==> src/rtl/div_display_pkg.sv <==
// Shared types and constants for the divider result display: FSM states,
// seven-segment patterns and the BCD add-3 adjustment used by double-dabble.
package div_display_pkg;

    typedef enum logic [1:0] {
        IDLE   = 2'd0,
        SHIFT  = 2'd1,
        UPDATE = 2'd2
    } state_t;

    localparam int BCD_W = 8;

    localparam logic [6:0] SEG_BLANK = 7'b1111111;

    // Active-low {g,f,e,d,c,b,a} patterns, element n is digit n.
    localparam logic [9:0][6:0] SEG_TABLE = {
        7'b0010000,  // 9
        7'b0000000,  // 8
        7'b1111000,  // 7
        7'b0000010,  // 6
        7'b0010010,  // 5
        7'b0011001,  // 4
        7'b0110000,  // 3
        7'b0100100,  // 2
        7'b1111001,  // 1
        7'b1000000   // 0
    };

    // Add 3 to every BCD nibble that is 5 or more, ahead of the left shift.
    function automatic logic [BCD_W-1:0] bcd_adjust(input logic [BCD_W-1:0] bcd);
        logic [BCD_W-1:0] adj;
        adj = {BCD_W{1'b0}};
        for (int i = 0; i < BCD_W / 4; i++) begin
            if (bcd[4*i +: 4] >= 4'd5) begin
                adj[4*i +: 4] = bcd[4*i +: 4] + 4'd3;
            end else begin
                adj[4*i +: 4] = bcd[4*i +: 4];
            end
        end
        return adj;
    endfunction

endpackage

==> src/rtl/div_result_display_seg7_decode.sv <==
// Combinational BCD digit to active-low seven-segment decoder.
// Codes above 9 cannot occur from the converter and decode to blank.
module seg7_decode
    import div_display_pkg::*;
(
    input  logic [3:0] digit,
    output logic [6:0] seg
);

    // Table lookup with a blank fallback for non-BCD codes.
    always_comb begin
        seg = SEG_BLANK;
        case (digit)
            4'd0:    seg = SEG_TABLE[0];
            4'd1:    seg = SEG_TABLE[1];
            4'd2:    seg = SEG_TABLE[2];
            4'd3:    seg = SEG_TABLE[3];
            4'd4:    seg = SEG_TABLE[4];
            4'd5:    seg = SEG_TABLE[5];
            4'd6:    seg = SEG_TABLE[6];
            4'd7:    seg = SEG_TABLE[7];
            4'd8:    seg = SEG_TABLE[8];
            4'd9:    seg = SEG_TABLE[9];
            default: seg = SEG_BLANK;
        endcase
    end

endmodule

==> src/rtl/div_result_display.sv <==
// Captures divider Quotient/Remainder, converts both to BCD by double-dabble and
// drives four seven-segment displays. Build option: DIV_DISPLAY_LEADING_BLANK_EN.
module div_result_display
    import div_display_pkg::*;
#(
    parameter int WIDTH = 4
) (
    input  logic             Clock,
    input  logic             Reset,
    input  logic             InValid,
    input  logic [WIDTH-1:0] Quotient,
    input  logic [WIDTH-1:0] Remainder,
    output logic             Busy,
    output logic             Overrun,
    output logic [6:0]       HEX0,
    output logic [6:0]       HEX1,
    output logic [6:0]       HEX2,
    output logic [6:0]       HEX3
);

    localparam int SR_W = BCD_W + WIDTH;

    state_t          state_r, state_s;
    logic [SR_W-1:0] q_sr_r, q_sr_s;
    logic [SR_W-1:0] r_sr_r, r_sr_s;
    logic [2:0]      count_r, count_s;
    logic            busy_s, overrun_s;
    logic [6:0]      hex0_s, hex1_s, hex2_s, hex3_s;

    logic [3:0]      q_tens_s, q_ones_s, r_tens_s, r_ones_s;
    logic [6:0]      seg_q_tens_s, seg_q_ones_s, seg_r_tens_s, seg_r_ones_s;
    logic [6:0]      disp_q_tens_s, disp_r_tens_s;

    // One double-dabble step: adjust the BCD field, then shift the register left.
    function automatic logic [SR_W-1:0] dabble_step(input logic [SR_W-1:0] sr);
        logic [BCD_W-1:0] adj;
        adj = bcd_adjust(sr[SR_W-1 -: BCD_W]);
        return {adj[BCD_W-2:0], sr[WIDTH-1:0], 1'b0};
    endfunction

    assign q_tens_s = q_sr_r[SR_W-1 -: 4];
    assign q_ones_s = q_sr_r[SR_W-5 -: 4];
    assign r_tens_s = r_sr_r[SR_W-1 -: 4];
    assign r_ones_s = r_sr_r[SR_W-5 -: 4];

    seg7_decode u_dec_q_ones (.digit(q_ones_s), .seg(seg_q_ones_s));
    seg7_decode u_dec_q_tens (.digit(q_tens_s), .seg(seg_q_tens_s));
    seg7_decode u_dec_r_ones (.digit(r_ones_s), .seg(seg_r_ones_s));
    seg7_decode u_dec_r_tens (.digit(r_tens_s), .seg(seg_r_tens_s));

`ifdef DIV_DISPLAY_LEADING_BLANK_EN
    assign disp_q_tens_s = (q_tens_s == 4'd0) ? SEG_BLANK : seg_q_tens_s;
    assign disp_r_tens_s = (r_tens_s == 4'd0) ? SEG_BLANK : seg_r_tens_s;
`else
    assign disp_q_tens_s = seg_q_tens_s;
    assign disp_r_tens_s = seg_r_tens_s;
`endif

    // Next-state, datapath and output-register update.
    always_comb begin
        state_s   = state_r;
        q_sr_s    = q_sr_r;
        r_sr_s    = r_sr_r;
        count_s   = count_r;
        hex0_s    = HEX0;
        hex1_s    = HEX1;
        hex2_s    = HEX2;
        hex3_s    = HEX3;
        overrun_s = Overrun;
        busy_s    = 1'b0;

        case (state_r)
            IDLE: begin
                if (InValid) begin
                    q_sr_s  = {{BCD_W{1'b0}}, Quotient};
                    r_sr_s  = {{BCD_W{1'b0}}, Remainder};
                    count_s = 3'(WIDTH);
                    state_s = SHIFT;
                end else begin
                    state_s = IDLE;
                end
            end
            SHIFT: begin
                // Count reaching zero costs one settle cycle before UPDATE.
                if (count_r != 3'd0) begin
                    q_sr_s  = dabble_step(q_sr_r);
                    r_sr_s  = dabble_step(r_sr_r);
                    count_s = count_r - 3'd1;
                end else begin
                    state_s = UPDATE;
                end
            end
            UPDATE: begin
                hex0_s  = seg_q_ones_s;
                hex1_s  = disp_q_tens_s;
                hex2_s  = seg_r_ones_s;
                hex3_s  = disp_r_tens_s;
                state_s = IDLE;
            end
            default: begin
                state_s = IDLE;
            end
        endcase

        if (InValid && Busy) begin
            overrun_s = 1'b1;
        end else begin
            overrun_s = Overrun;
        end

        if (state_s != IDLE) begin
            busy_s = 1'b1;
        end else begin
            busy_s = 1'b0;
        end
    end

    // State, shift registers and registered outputs.
    always_ff @(posedge Clock or posedge Reset) begin
        if (Reset) begin
            state_r <= IDLE;
            q_sr_r  <= {SR_W{1'b0}};
            r_sr_r  <= {SR_W{1'b0}};
            count_r <= 3'd0;
            Busy    <= 1'b0;
            Overrun <= 1'b0;
            HEX0    <= SEG_BLANK;
            HEX1    <= SEG_BLANK;
            HEX2    <= SEG_BLANK;
            HEX3    <= SEG_BLANK;
        end else begin
            state_r <= state_s;
            q_sr_r  <= q_sr_s;
            r_sr_r  <= r_sr_s;
            count_r <= count_s;
            Busy    <= busy_s;
            Overrun <= overrun_s;
            HEX0    <= hex0_s;
            HEX1    <= hex1_s;
            HEX2    <= hex2_s;
            HEX3    <= hex3_s;
        end
    end

endmodule

==> config.mk <==
export PLATFORM = sky130hd
export DESIGN_NAME = div_result_display
export DESIGN_NICKNAME = d
export VERILOG_FILES = /design/src/rtl/div_display_pkg.sv /design/src/rtl/div_result_display_seg7_decode.sv /design/src/rtl/div_result_display.sv
export SDC_FILE = /design/constraint.sdc
export NUM_CORES = 1
export LEC_CHECK = 0
export ABC_AREA = 0
export BUFFER_PORTS_ARGS = -buffer_cell sky130_fd_sc_hd__buf_4
export CAP_MARGIN = 15
export CORE_ASPECT_RATIO = 1.75
export CORE_MARGIN = 4
export CORE_UTILIZATION = 50
export CTS_BUF_LIST = sky130_fd_sc_hd__clkbuf_8
export DETAILED_ROUTE_END_ITERATION = 16
export PLACE_DENSITY_LB_ADDON = 0.08
export SLEW_MARGIN = 0
export SYNTH_ARGS = -nofsm -noshare
export SYNTH_HDL_FRONTEND = slang
export SYNTH_SLANG_ARGS = --single-unit
==> constraint.sdc <==
create_clock -name Clock -period 1.6 [get_ports Clock]
set_input_delay 0 -clock Clock [delete_from_list [all_inputs] [get_ports Clock]]
set_output_delay 0 -clock Clock [all_outputs]
set_load 0.02 [all_outputs]
# After elaboration in Yosys (flattened, before gate mapping)
# Memory sizes are Yosys's and may differ from the RTL's. A register that Yosys moved wholly into a read port is not among the register bits.
# Cells that the tools add are included.
# W data, S select, Z words.
# op_classes
shifts,0
mux,17
n_reduce_logical,6
order_cmp,4
n_addsub,5
div_mod_pow,0
n_eq_ne,4
n_bitwise,0
multipliers,0
# op_table
operator,count
$mux W12,4
$pmux W12 S2,2
$ge A4 B3 Y1 const B,4
$mux W3,4
$add A4 B2 Y4 const B,2
$mux W4,2
$add A3 B2 Y3 const B,2
$pmux W3 S2,1
$ne A2 B2 Y1 const B,2
$pmux W2 S2,1
$reduce_bool A2 Y1,2
$reduce_and A3 Y1,1
$reduce_bool A3 Y1,1
$sub A3 B1 Y3 const B,1
$eq A2 B1 Y1 const B,1
$eq A2 B2 Y1 const B,1
$logic_not A2 Y1,1
$mux W1,2
$mux W2,1
$logic_and A1 B1 Y1,1
# word_totals
memories,4
latch_bits,0
wordCells,46
register_bits,31
rom_bits,448
mem_bits_rw,0
# mem_list
memory,depth,word_bits,rd,rd_clocked_by_memory_dff,wr,line_no,text
(name not given),16,7,1,1,0,div_result_display_seg7_decode.sv:13,case (digit)
(name not given),16,7,1,1,0,div_result_display_seg7_decode.sv:13,
(name not given),16,7,1,1,0,div_result_display_seg7_decode.sv:13,
(name not given),16,7,1,1,0,div_result_display_seg7_decode.sv:13,

# Longest topological paths before layout
# Gate-level depths: netlist of run 1.
# depth
word_depth,5
ltp_mapped,8
ltp_nobuf,6

# By module
# Synthesis of run 1 repeated with hierarchy kept, for this count alone.
# unflattened
cells_unflattened,330
hier_area_um2,3497.1
# modules_own_cells
module,seq_area_each_um2,n_inst,cells_per_inst,area_per_inst_um2
div_result_display,1511.4,1,200,2666.3
seg7_decode (u_dec_q_tens ...),0.0,3,33,210.2
seg7_decode (u_dec_q_ones),0.0,1,31,200.2

# Least setup slack after synthesis of run 1
# No wires, ideal clock.
# synth_path
path_kind,register -> register
startpoint,reg r_sr_r[5]
endpoint,reg r_sr_r[6]
setup_slack_ns,0.108
synth_period_minus_slack_ns,1.492
t_arrival_ns,1.367
path_buffers,0
stages_incl_launch_ff,7
path_cell_list,dfrtp_1 inv_1 ha_1 nand2b_1 a21oi_1 mux2i_1 o22ai_1
# synth_via
elab_chain_len,4
# synth_rtl
element,line_no,text
from (decl),div_result_display.sv:25,"logic [SR_W-1:0] r_sr_r, r_sr_s;"
from (signal assigned),div_result_display.sv:123,r_sr_r <= {SR_W{1'b0}};
from (signal assigned),div_result_display.sv:134,r_sr_r <= r_sr_s;
$add A4 B2 Y4 / $ge A4 B3 Y1 (equally long branches),"div_display_pkg.sv:35, div_display_pkg.sv:34",
$mux W4 (*),div_display_pkg.sv:34,if (bcd[4*i +: 4] >= 4'd5) begin
$mux W12 (*),div_result_display.sv:85,if (count_r != 3'd0) begin
$pmux W12 S2 (*),div_result_display.sv:72,case (state_r)
# Every way passes the cells marked *; elsewhere a longest branch is shown, timed or not. The select of a mux whose other input is x is not followed.
# A chain may end at the register's enable or synchronous reset.

# Final worst setup path of run 1
# layout_path
startpoint,reg q_sr_r[4]
endpoint,reg q_sr_r[5]
# layout_via
elab_chain_len,4
# layout_rtl
element,line_no,text
from (decl),div_result_display.sv:24,"logic [SR_W-1:0] q_sr_r, q_sr_s;"
from (signal assigned),div_result_display.sv:122,q_sr_r <= {SR_W{1'b0}};
from (signal assigned),div_result_display.sv:133,q_sr_r <= q_sr_s;
$add A4 B2 Y4 / $ge A4 B3 Y1 (equally long branches),"div_display_pkg.sv:35, div_display_pkg.sv:34",
$mux W4 (*),div_display_pkg.sv:34,
$mux W12 (*),div_result_display.sv:85,
$pmux W12 S2 (*),div_result_display.sv:72,
# Marks and branches as above.

==> results of run 1 <==
-- cells by family after synthesis --
kind of cell,Yosys count,share of synthesized area [%]
xor+xnor,5,1.35
simple gates,93,12.9
buf+inv,43,6.26
flops,59,46.7
fa+ha+maj,24,9.28
compound gates,104,19.6
mux,12,3.87
-- cell usage in the layout, fill, tap and decap left out, types with 5 or more instances in the layout --
cell type,n
a21oi_1,22
buf_4,62
clkbuf_8,13
dfrtp_1,30
dfstp_2,28
dlygate4sd3_1,10
ha_1,23
inv_1,17
inv_2,7
mux2i_1,8
nand2_1,53
nand2b_1,11
nor2_1,11
o21ai_0,11
o21ai_1,25
o22ai_1,10
o31ai_1,16
xnor2_1,5
-- power by group through the flow --
stage	combinational (uW)	sequential (uW)	clock, uW
final	4810	2800	1440
after global routing	5360	2900	1550
after floorplan	2980	3130	0
after CTS	4770	2800	1480
after detailed placement	4700	2820	0
after global placement	4640	2800	0
-- layer usage --
layer	wire length [um]	GRT usage, %
met1	2560	19.3
met2	3790	34.8
met3	212	4.03
met4	137	9.24
met5	0	0
-- final cells by class --
class,count,area share (%)
Clock buffer,13,4.39
Clock inverter,3,0.920
Inverter,22,2.02
Multi-Input combinational cell,238,38.0
Sequential cell,59,37.1
Tap cell,80,2.45
Timing Repair Buffer,75,15.1
-- registers in the layout, summed over array words and instances (netlist names) --
name     flops
HEX2         7
HEX0         7
r_sr_r      12
HEX3         7
Overrun      1
Busy         1
q_sr_r      12
HEX1         7
state_r      2
count_r      3
-- timing repair --
item                                   CTS  global route
endpoints found under the hold margin   66             0
setup endpoints to repair               10            18
buffers inserted                         0             0
hold buffers                            10             0
gates resized for setup                  2             9
pin swaps                                0             1
-- final timing paths --
check | start | to | cells after the start
max | q_sr_r[4]$_DFFE_PP0P_ | q_sr_r[5]$_DFFE_PP0P_ | 5
min | Reset | r_sr_r[2]$_DFFE_PP0P_ | 4
max reg2reg | q_sr_r[4]$_DFFE_PP0P_ | q_sr_r[5]$_DFFE_PP0P_ | 5
min reg2reg | Overrun$_DFFE_PP0P_ | Overrun$_DFFE_PP0P_ | 1
max in group asynchronous | Reset | HEX0[1]$_DFFE_PP1N_ | 4
min in group Clock | InValid | Overrun$_DFFE_PP0P_ | 3
-- per-stage QoR --
step / TNS (ns) / worst slack (ns)
global placement: -0.208 / -0.0537
finish: 0 / 0.103
global route: 0 / 0.00322
detailed placement: -0.875 / -0.157
CTS: 0 / 0.0453
floorplan: 0 / 0.108
-- critical path, cell delays in order, from the launching register on --
cell      delay (ns)
dfrtp_1         0.43
ha_1            0.23
nand2b_1        0.19
a21oi_1         0.28
xnor2_1         0.16
o22ai_1         0.08
==> impl_metrics.ini, run 1 <==
[clocking]
insertion_delay_ns = 0.34
cts_root_buf = clkbuf_8
cts_sinks = 59
cts_buffers = 9
clk_pin_slew_ns = 0.06
ctsLongestPathBuffers = 2
htree_num_levels = 3
cts_tree = done

[grt]
grtUsageTotal_pct = 19.0
grt_pass1_vias = 2536
grt_start_max_net_pins = 60
antenna_found_initial = 0
overflow = 0
grt_pass1_wl_um = 11200

[power]
comb_power_share_pct = 53.1
intPower_uw = 5320
vdd_drop_max_mv = 1.28
p_per_area_nw_per_um2 = 2220
swShare_pct = 41.2
p_leak_uw = 0.00185
pwr-share-seq_pct = 31.0
switchingPower_uw = 3730
clockPowerShare_pct = 15.9
power_uw = 9050

[timing]
worst_hold_slack_ns = 0.279
max-slew-margin-rel_pct = 69.9
drv_slew = 0
period_share_pct = 93.6
fmax_ghz = 0.668
setup_viol = 0
rsz0062_at_grt = no
worstMarginPinSlew_ns = 0.452
fin_crit_ns = 1.50
hold_violations = 0
fin_worst_skew_ns = 0.00803

[route]
drtIter0Drc = 153
drt_wl_total_um = 6700
firstDrtPassIters = 4
final_antenna_net_count = 0
num_vias = 2588
via_per_inst = 5.28
drc_errors = 0
routedWlPerCell_um = 13.7

[placement]
place.gp.congestion = 0.886
portBuffers = 40
dp_cells = 464
place_area_um2 = 3730
hpwlAfterDp_um = 4690

[floorplanning]
fp.dieArea_um2 = 7880
die_h_um = 114
die_width_um = 68.8
io_pins = 41
core-area_um2 = 6230
start_util_pct = 52.0
rows = 38

[synthesis]
synthArstFlopShare_pct = 100
yosysTopAreaCellShare_pct = 24.0
yosysMostFrequentCell = nand2_1
avgSynthCellArea_um2 = 9.52
netlist_area_um2 = 3240
synth-edff-count = 0
syn_nets = 375
ys_seq_area_share_pct = 46.7
synth_cell_types = 37
synthTopCellsByCount = 53 x nand2_1, 31 x dfrtp_1, 28 x dfstp_2
ys_top_cells_by_area = dfrtp_1 24%, dfstp_2 23%, ha_1 9.3%
ys_ff_latch = 59
yosysWarnings = 0
ys.flop_type = dfrtp_1
synthCells = 340
yosysTopAreaCell = dfrtp_1

[worst_setup_path]
crit_fanout = 5
setup.worst_path.class = reg2reg
critPathLaunchType = register
critPathCaptureType = register
rrSetupSlack_ns = 0.10
crit_required_ns = 1.81
worst_ep_arrival_time_ns = 1.71

[cells_and_area]
fin_util_pct = 65.5
syn2layout_area_growth_pct = 26.1
fin_nets = 440
design_area_um2 = 4080
antennaDiodeCount = 0
fillers = 535
drive_gt1_share_pct = 31.5
stdcell_count = 490
multi_input_area_um2 = 1550
area.sequential_um2 = 1510

[outcome]
status = completed

[flow_run]
cap_violations = 0

[min_path]
hold_class = in2async
Note: power is estimated with default switching activity, not from simulation.
==> run 2, diff against run 1 <==
--- a/config.mk
+++ b/config.mk
@@ -9,9 +9,9 @@
 export BUFFER_PORTS_ARGS = -buffer_cell sky130_fd_sc_hd__buf_4
 export CAP_MARGIN = 15
 export CORE_ASPECT_RATIO = 1.75
-export CORE_MARGIN = 4
+export CORE_MARGIN = 1
 export CORE_UTILIZATION = 50
-export CTS_BUF_LIST = sky130_fd_sc_hd__clkbuf_8
+export CTS_BUF_LIST = sky130_fd_sc_hd__clkbuf_4 sky130_fd_sc_hd__clkbuf_8
 export DETAILED_ROUTE_END_ITERATION = 16
 export PLACE_DENSITY_LB_ADDON = 0.08
 export SLEW_MARGIN = 0
==> impl_metrics.ini, run 2 (same netlist as run 1, synthesis figures left out) <==
[floorplanning]
die_h_um = 108
rows = 38
start_util_pct = 52.0
fp.dieArea_um2 = 6810
io_pins = 41
core-area_um2 = 6230
die_width_um = 62.8

[timing]
worstMarginPinSlew_ns = 0.441
setup_viol = 0
hold_violations = 0
fin_crit_ns = 1.49
drv_slew = 0
period_share_pct = 92.8
max-slew-margin-rel_pct = 70.6
rsz0062_at_grt = no
setup_ws_ns = 0.115
fmax_ghz = 0.673
fin_worst_skew_ns = 0.00686

[cells_and_area]
antennaDiodeCount = 0
layout_commonest_cell = buf_4
design_area_um2 = 4010
drive_gt1_share_pct = 31.7
fin_nets = 437
final_cell_mix = 60 x buf_4, 53 x nand2_1, 30 x dfrtp_1
reg_top3 = q_sr_r (12), r_sr_r (12)
syn2layout_area_growth_pct = 23.8

[grt]
overflow = 0
grtUsageTotal_pct = 21.6
antenna_found_initial = 0
grt_pass1_wl_um = 11400
grt_start_max_net_pins = 60
grt_pass1_vias = 2637

[worst_setup_path]
cp_top_family = flip-flops
crit_required_ns = 1.81
crit_fanout = 5
critPathLaunchType = register
critPathCaptureType = register
worst_path_max_delay_cell = dfrtp_2
worst_ep_arrival_time_ns = 1.70
slowest_delay_ns = 0.44
critical_path_buf_inv_count = 1
setup.worst_path.class = reg2reg
crit_chain = inv_2 > ha_2 > nand2b_1 > a21oi_2 > mux2i_1 > o22ai_1

[route]
final_antenna_net_count = 0
via_per_inst = 5.24
drtIter0Drc = 105
num_vias = 2551
drt_wl_total_um = 6430
routedWlPerCell_um = 13.2
firstDrtPassIters = 4
drc_errors = 0

[clocking]
post-cts-setup-buffers = 0
cts_root_buf = clkbuf_8
insertion_delay_ns = 0.34
cts_sinks = 59
cts_buffers = 9
ctsLongestPathBuffers = 2
clk_pin_slew_ns = 0.07
cts_tree = done
htree_num_levels = 3

[placement]
pre_cts_ws_ns = -0.118
portBuffers = 40
place.gp.congestion = 0.825
place_area_um2 = 3710
hpwlAfterDp_um = 4600

[power]
comb_power_share_pct = 53.8
p_leak_uw = 0.00181
p_per_area_nw_per_um2 = 2170
pwr-share-seq_pct = 32.3
vdd_drop_max_mv = 1.28
swShare_pct = 42.2
switchingPower_uw = 3670
clockPowerShare_pct = 14.0
intPower_uw = 5030

[outcome]
status = completed

[flow_run]
cap_violations = 0

[min_path]
hold_class = in2async
run 2: changes by cell type in the layout (fill, tap and decap cells not counted), moves of 2 or more:
cell and change:
inv_1 -3, clkbuf_4 +3, buf_4 -2, clkbuf_8 -3
clkinv_2 +3
run 2: layout make-up:
type / instances / area [um^2]
clock buffer: 13 / 160
sequential: 59 / 1510
clock inverter: 3 / 15.0
fill: 563 / 2220
timing repair buffer: 72 / 591
tap: 80 / 100
multi-input combinational: 238 / 1550
inverter: 22 / 82.6
run 2: power by group through the flow:
stage	clock [uW]	combinational [uW]	sequential [uW]
2_1_floorplan	0	2980	3130
3_3_place_gp	0	4560	2800
3_5_place_dp	0	4650	2830
4_1_cts	1250	4710	2810
5_1_grt	1300	5260	2910
6_report	1220	4680	2810
run 2: tightest hold or removal path, stage by stage:
cell	delay [ns]
dlygate4sd3_1	0.53
buf_4	0.13
inv_2	0.06
buf_12	0.28
run 2: path summary, 6_finish.rpt:
path,startpoint,end,slack [ns],cells past startpoint
max,r_sr_r[4]$_DFFE_PP0P_,r_sr_r[6]$_DFFE_PP0P_,0.11,6
min,Reset,r_sr_r[6]$_DFFE_PP0P_,0.28,4
max reg2reg,r_sr_r[4]$_DFFE_PP0P_,r_sr_r[6]$_DFFE_PP0P_,0.11,6
min reg2reg,Overrun$_DFFE_PP0P_,Overrun$_DFFE_PP0P_,0.46,1
max in group asynchronous,Reset,HEX3[3]$_DFFE_PP1N_,1.01,4
min in group Clock,InValid,Overrun$_DFFE_PP0P_,0.43,3
run 2: what timing repair did:
action,in CTS,in global routing
endpoints found under the hold margin,68,0
pin swaps,0,2
hold buffers,10,0
endpoints found under the setup margin,12,9
resized for setup,4,6
run 2: stage by stage:
step / setup TNS, ns / cells / util [%] / hold WS (ns) / total power [uW]
finish: 0 / 487 / 64.3 / 0.277 / 8700
global route: 0 / 487 / 64.3 / 0.303 / 9470
CTS: 0 / 487 / 64.1 / 0.276 / 8770
detailed placement: -0.693 / 461 / 59.5 / 0.0899 / 7480
global placement: -0.238 / 461 / 59.5 / 0.0884 / 7360
floorplan: 0 / 340 / - / 0.117 / 6110
run 2: per-layer routing:
| layer | vias to the layer above | part of all wire (%) | GRT usage (%) |
|---|---|---|---|
| met2 | 43 | 54 | 39.4 |
| met4 | 0 | 3.4 | 14.8 |
| met5 | - | 0 | 0 |
| li1 | 1296 | - | - |
| met3 | 18 | 2.2 | 3.16 |
| met1 | 1194 | 40 | 22.4 |
==> run 3, diff against run 2 <==
--- a/config.mk
+++ b/config.mk
@@ -17,4 +17,5 @@
 export SLEW_MARGIN = 0
 export SYNTH_ARGS = -nofsm -noshare
 export SYNTH_HDL_FRONTEND = slang
+export SYNTH_HIERARCHICAL = 1
 export SYNTH_SLANG_ARGS = --single-unit
==> impl_metrics.ini, run 3 <==
[worst_setup_path]
critPathLaunchType = register
crit_chain = inv_1 > ha_1 > nor2b_4 > a21o_4 > inv_6 > o31ai_2 > a32o_1
cp_top_family = compound AO/OA/AOI/OAI gates
slowest_delay_ns = 0.36
setup.worst_path.class = reg2reg
worst_ep_arrival_time_ns = 1.77
crit_fanout = 6
crit_required_ns = 1.83
critical_path_buf_inv_count = 2
worst_path_max_delay_cell = dfrtp_1
critPathCaptureType = register

[synthesis]
yosysMostFrequentCell = dfrtp_1
synth_top_family_by_area = compound AO/OA/AOI/OAI gates
ys_ff_latch = 59
syn_nets = 371
synth-simple-area-share_pct = 11.1
ys.flop_type = dfrtp_1
netlist_area_um2 = 3500
ys_seq_area_share_pct = 43.2
yosysTopAreaCellShare_pct = 22.2
ys_top_cells_by_area = dfrtp_1 22%, dfstp_2 21%, ha_1 11%
synth-compound-area-share_pct = 15.0
synthCells = 330
synth_cell_types = 37
yosysWarnings = 6
synth-edff-count = 0
synthArstFlopShare_pct = 100
synth_xor_area_share_pct = 1.50
synthAdderAreaFrac_pct = 10.7
yosysTopAreaCell = dfrtp_1
synthMuxAreaShare_pct = 11.9
avgSynthCellArea_um2 = 10.6
synthTopCellsByCount = 31 x dfrtp_1, 30 x ha_1, 28 x dfstp_2, 28 x o21ai_0, 26 x inv_1

[route]
firstDrtPassIters = 4
routedWlPerCell_um = 13.2
drc_errors = 0
via_per_inst = 5.14
num_vias = 2535
drt_wl_total_um = 6510
final_antenna_net_count = 0
drtIter0Drc = 65

[placement]
pre_cts_ws_ns = -0.0675
hpwlAfterDp_um = 4590
place.gp.congestion = 0.771
place_area_um2 = 3970
portBuffers = 40
dp_cells = 462

[cells_and_area]
antennaDiodeCount = 0
fin_nets = 445
stdcell_count = 493
drive_gt1_share_pct = 37.7
layout_commonest_cell = buf_4
reg_top3 = q_sr_r (12), r_sr_r (12)
final_cell_mix = 64 x buf_4, 30 x ha_1, 28 x dfrtp_1, 28 x dfstp_2, 27 x o21ai_0
design_area_um2 = 4370
syn2layout_area_growth_pct = 25.0

[floorplanning]
die_width_um = 65.2
core-area_um2 = 6810
die_h_um = 113
rows = 40
start_util_pct = 51.4
fp.dieArea_um2 = 7350
io_pins = 41

[power]
power_uw = 8710
p_per_area_nw_per_um2 = 1990
p_leak_uw = 0.00201
vdd_drop_max_mv = 1.23

[clocking]
cts_buffers = 9
ctsLongestPathBuffers = 2
cts_sinks = 59
insertion_delay_ns = 0.35
cts_root_buf = clkbuf_8
cts_tree = done
htree_num_levels = 3
clk_pin_slew_ns = 0.06

[timing]
period_share_pct = 96.2
worstMarginPinSlew_ns = 0.458
fin_crit_ns = 1.54
max-slew-margin-rel_pct = 69.4
setup-tns-final_ns = 0
setup_viol = 0
hold_violations = 0
fmax_ghz = 0.650
drv_slew = 0
setup_ws_ns = 0.0606
fin_worst_skew_ns = 0.00763
rsz0062_at_grt = yes

[grt]
grt_start_max_net_pins = 29
antenna_found_initial = 0
grtUsageTotal_pct = 20.0
grt_pass1_wl_um = 11200
overflow = 0
grt_pass1_vias = 2558

[flow_run]
cap_violations = 0

[min_path]
hold_class = in2async

[outcome]
status = completed
## run 3: cell types whose count changed after synthesis, moves of 5 or more
cell and delta:
nand2_1 -30, o21ai_0 +17, o21ai_1 -16, o31ai_1 -14, mux2_2 +13, mux2_1 +11, a21oi_1 -10, buf_2 -10
inv_1 +9, nand2b_1 +8, nor2_1 +7, buf_6 +6, ha_1 +6, o22ai_1 -5
## run 3: final timing paths
path                                          endpoint  slack, ns  depth (start not counted)                    from
worst min register to register  count_r[0]$_DFFE_PP0P_       0.47                          1  count_r[0]$_DFFE_PP0P_
worst min-delay path             r_sr_r[5]$_DFFE_PP0P_       0.23                          3                   Reset
worst max register to register  r_sr_r[11]$_DFFE_PP0P_       0.06                          7  count_r[0]$_DFFE_PP0P_
max in group asynchronous          HEX1[2]$_DFFE_PP1N_       0.69                          4                   Reset
worst max-delay path            r_sr_r[11]$_DFFE_PP0P_       0.06                          7  count_r[0]$_DFFE_PP0P_
min in group Clock                 Overrun$_DFFE_PP0P_       0.41                          3                 InValid
## run 3: stage by stage
step           hold slack [ns]  util (%)
6_report                 0.227      64.2
5_1_grt                  0.264      64.2
4_1_cts                  0.222      63.3
3_5_place_dp            0.0483      58.3
3_3_place_gp            0.0418      58.3
2_1_floorplan            0.117         -
## run 3: layout make-up
class	count	area [um^2]
Timing Repair Buffer	77	636
Multi-Input combinational cell	229	1810
Tap cell	84	105
Fill cell	591	2430
Sequential cell	59	1520
Clock buffer	16	189
Inverter	27	106
Timing Repair inverter	1	7.51
## run 3: kinds of logic (layout without fill, tap and decap cells)
logic type               count (synthesis)  after routing
AO/OA/AOI/OAI                           80             80
XOR/XNOR                                 6              6
adder cells (fa/ha/maj)                 30             30
buffers and inverters                   42            121
flip-flops                              59             59
multiplexers                            38             38
AND/OR/NAND/NOR                         75             75
## run 3: repair_timing
action                                  CTS  global route
gates resized for setup                   9            11
endpoints found under the hold margin    26             0
hold buffers                             10             0
gates cloned                              1             0
endpoints found under the setup margin    9            13
pin swaps                                 1             1
setup buffers                             1             3
## run 3: worst reg2reg max path, cell delays in order, from the launching register on
cell	delay, ns
dfrtp_1	0.36
inv_1	0.07
ha_1	0.22
nor2b_4	0.14
a21o_4	0.24
inv_6	0.11
o31ai_2	0.07
a32o_1	0.22
## run 3: power breakdown
group	total (uW)	switching [uW]	leakage, uW	internal [uW]
combinational	4680	2420	0.00122	2260
sequential	2730	503	0.000684	2220
clock	1300	560	0.000102	735
total	8710	3480	0.00201	5220
## run 3: per-layer routing
layer / vias to the layer above / wire length (um) / track usage (%) / part of all wire [%]
met5: - / 0 / 0 / 0
met4: 0 / 160 / 10.4 / 2.5
met3: 11 / 151 / 4.57 / 2.3
met2: 31 / 3530 / 35.5 / 54
met1: 1221 / 2670 / 21.4 / 41
li1: 1272 / - / - / -
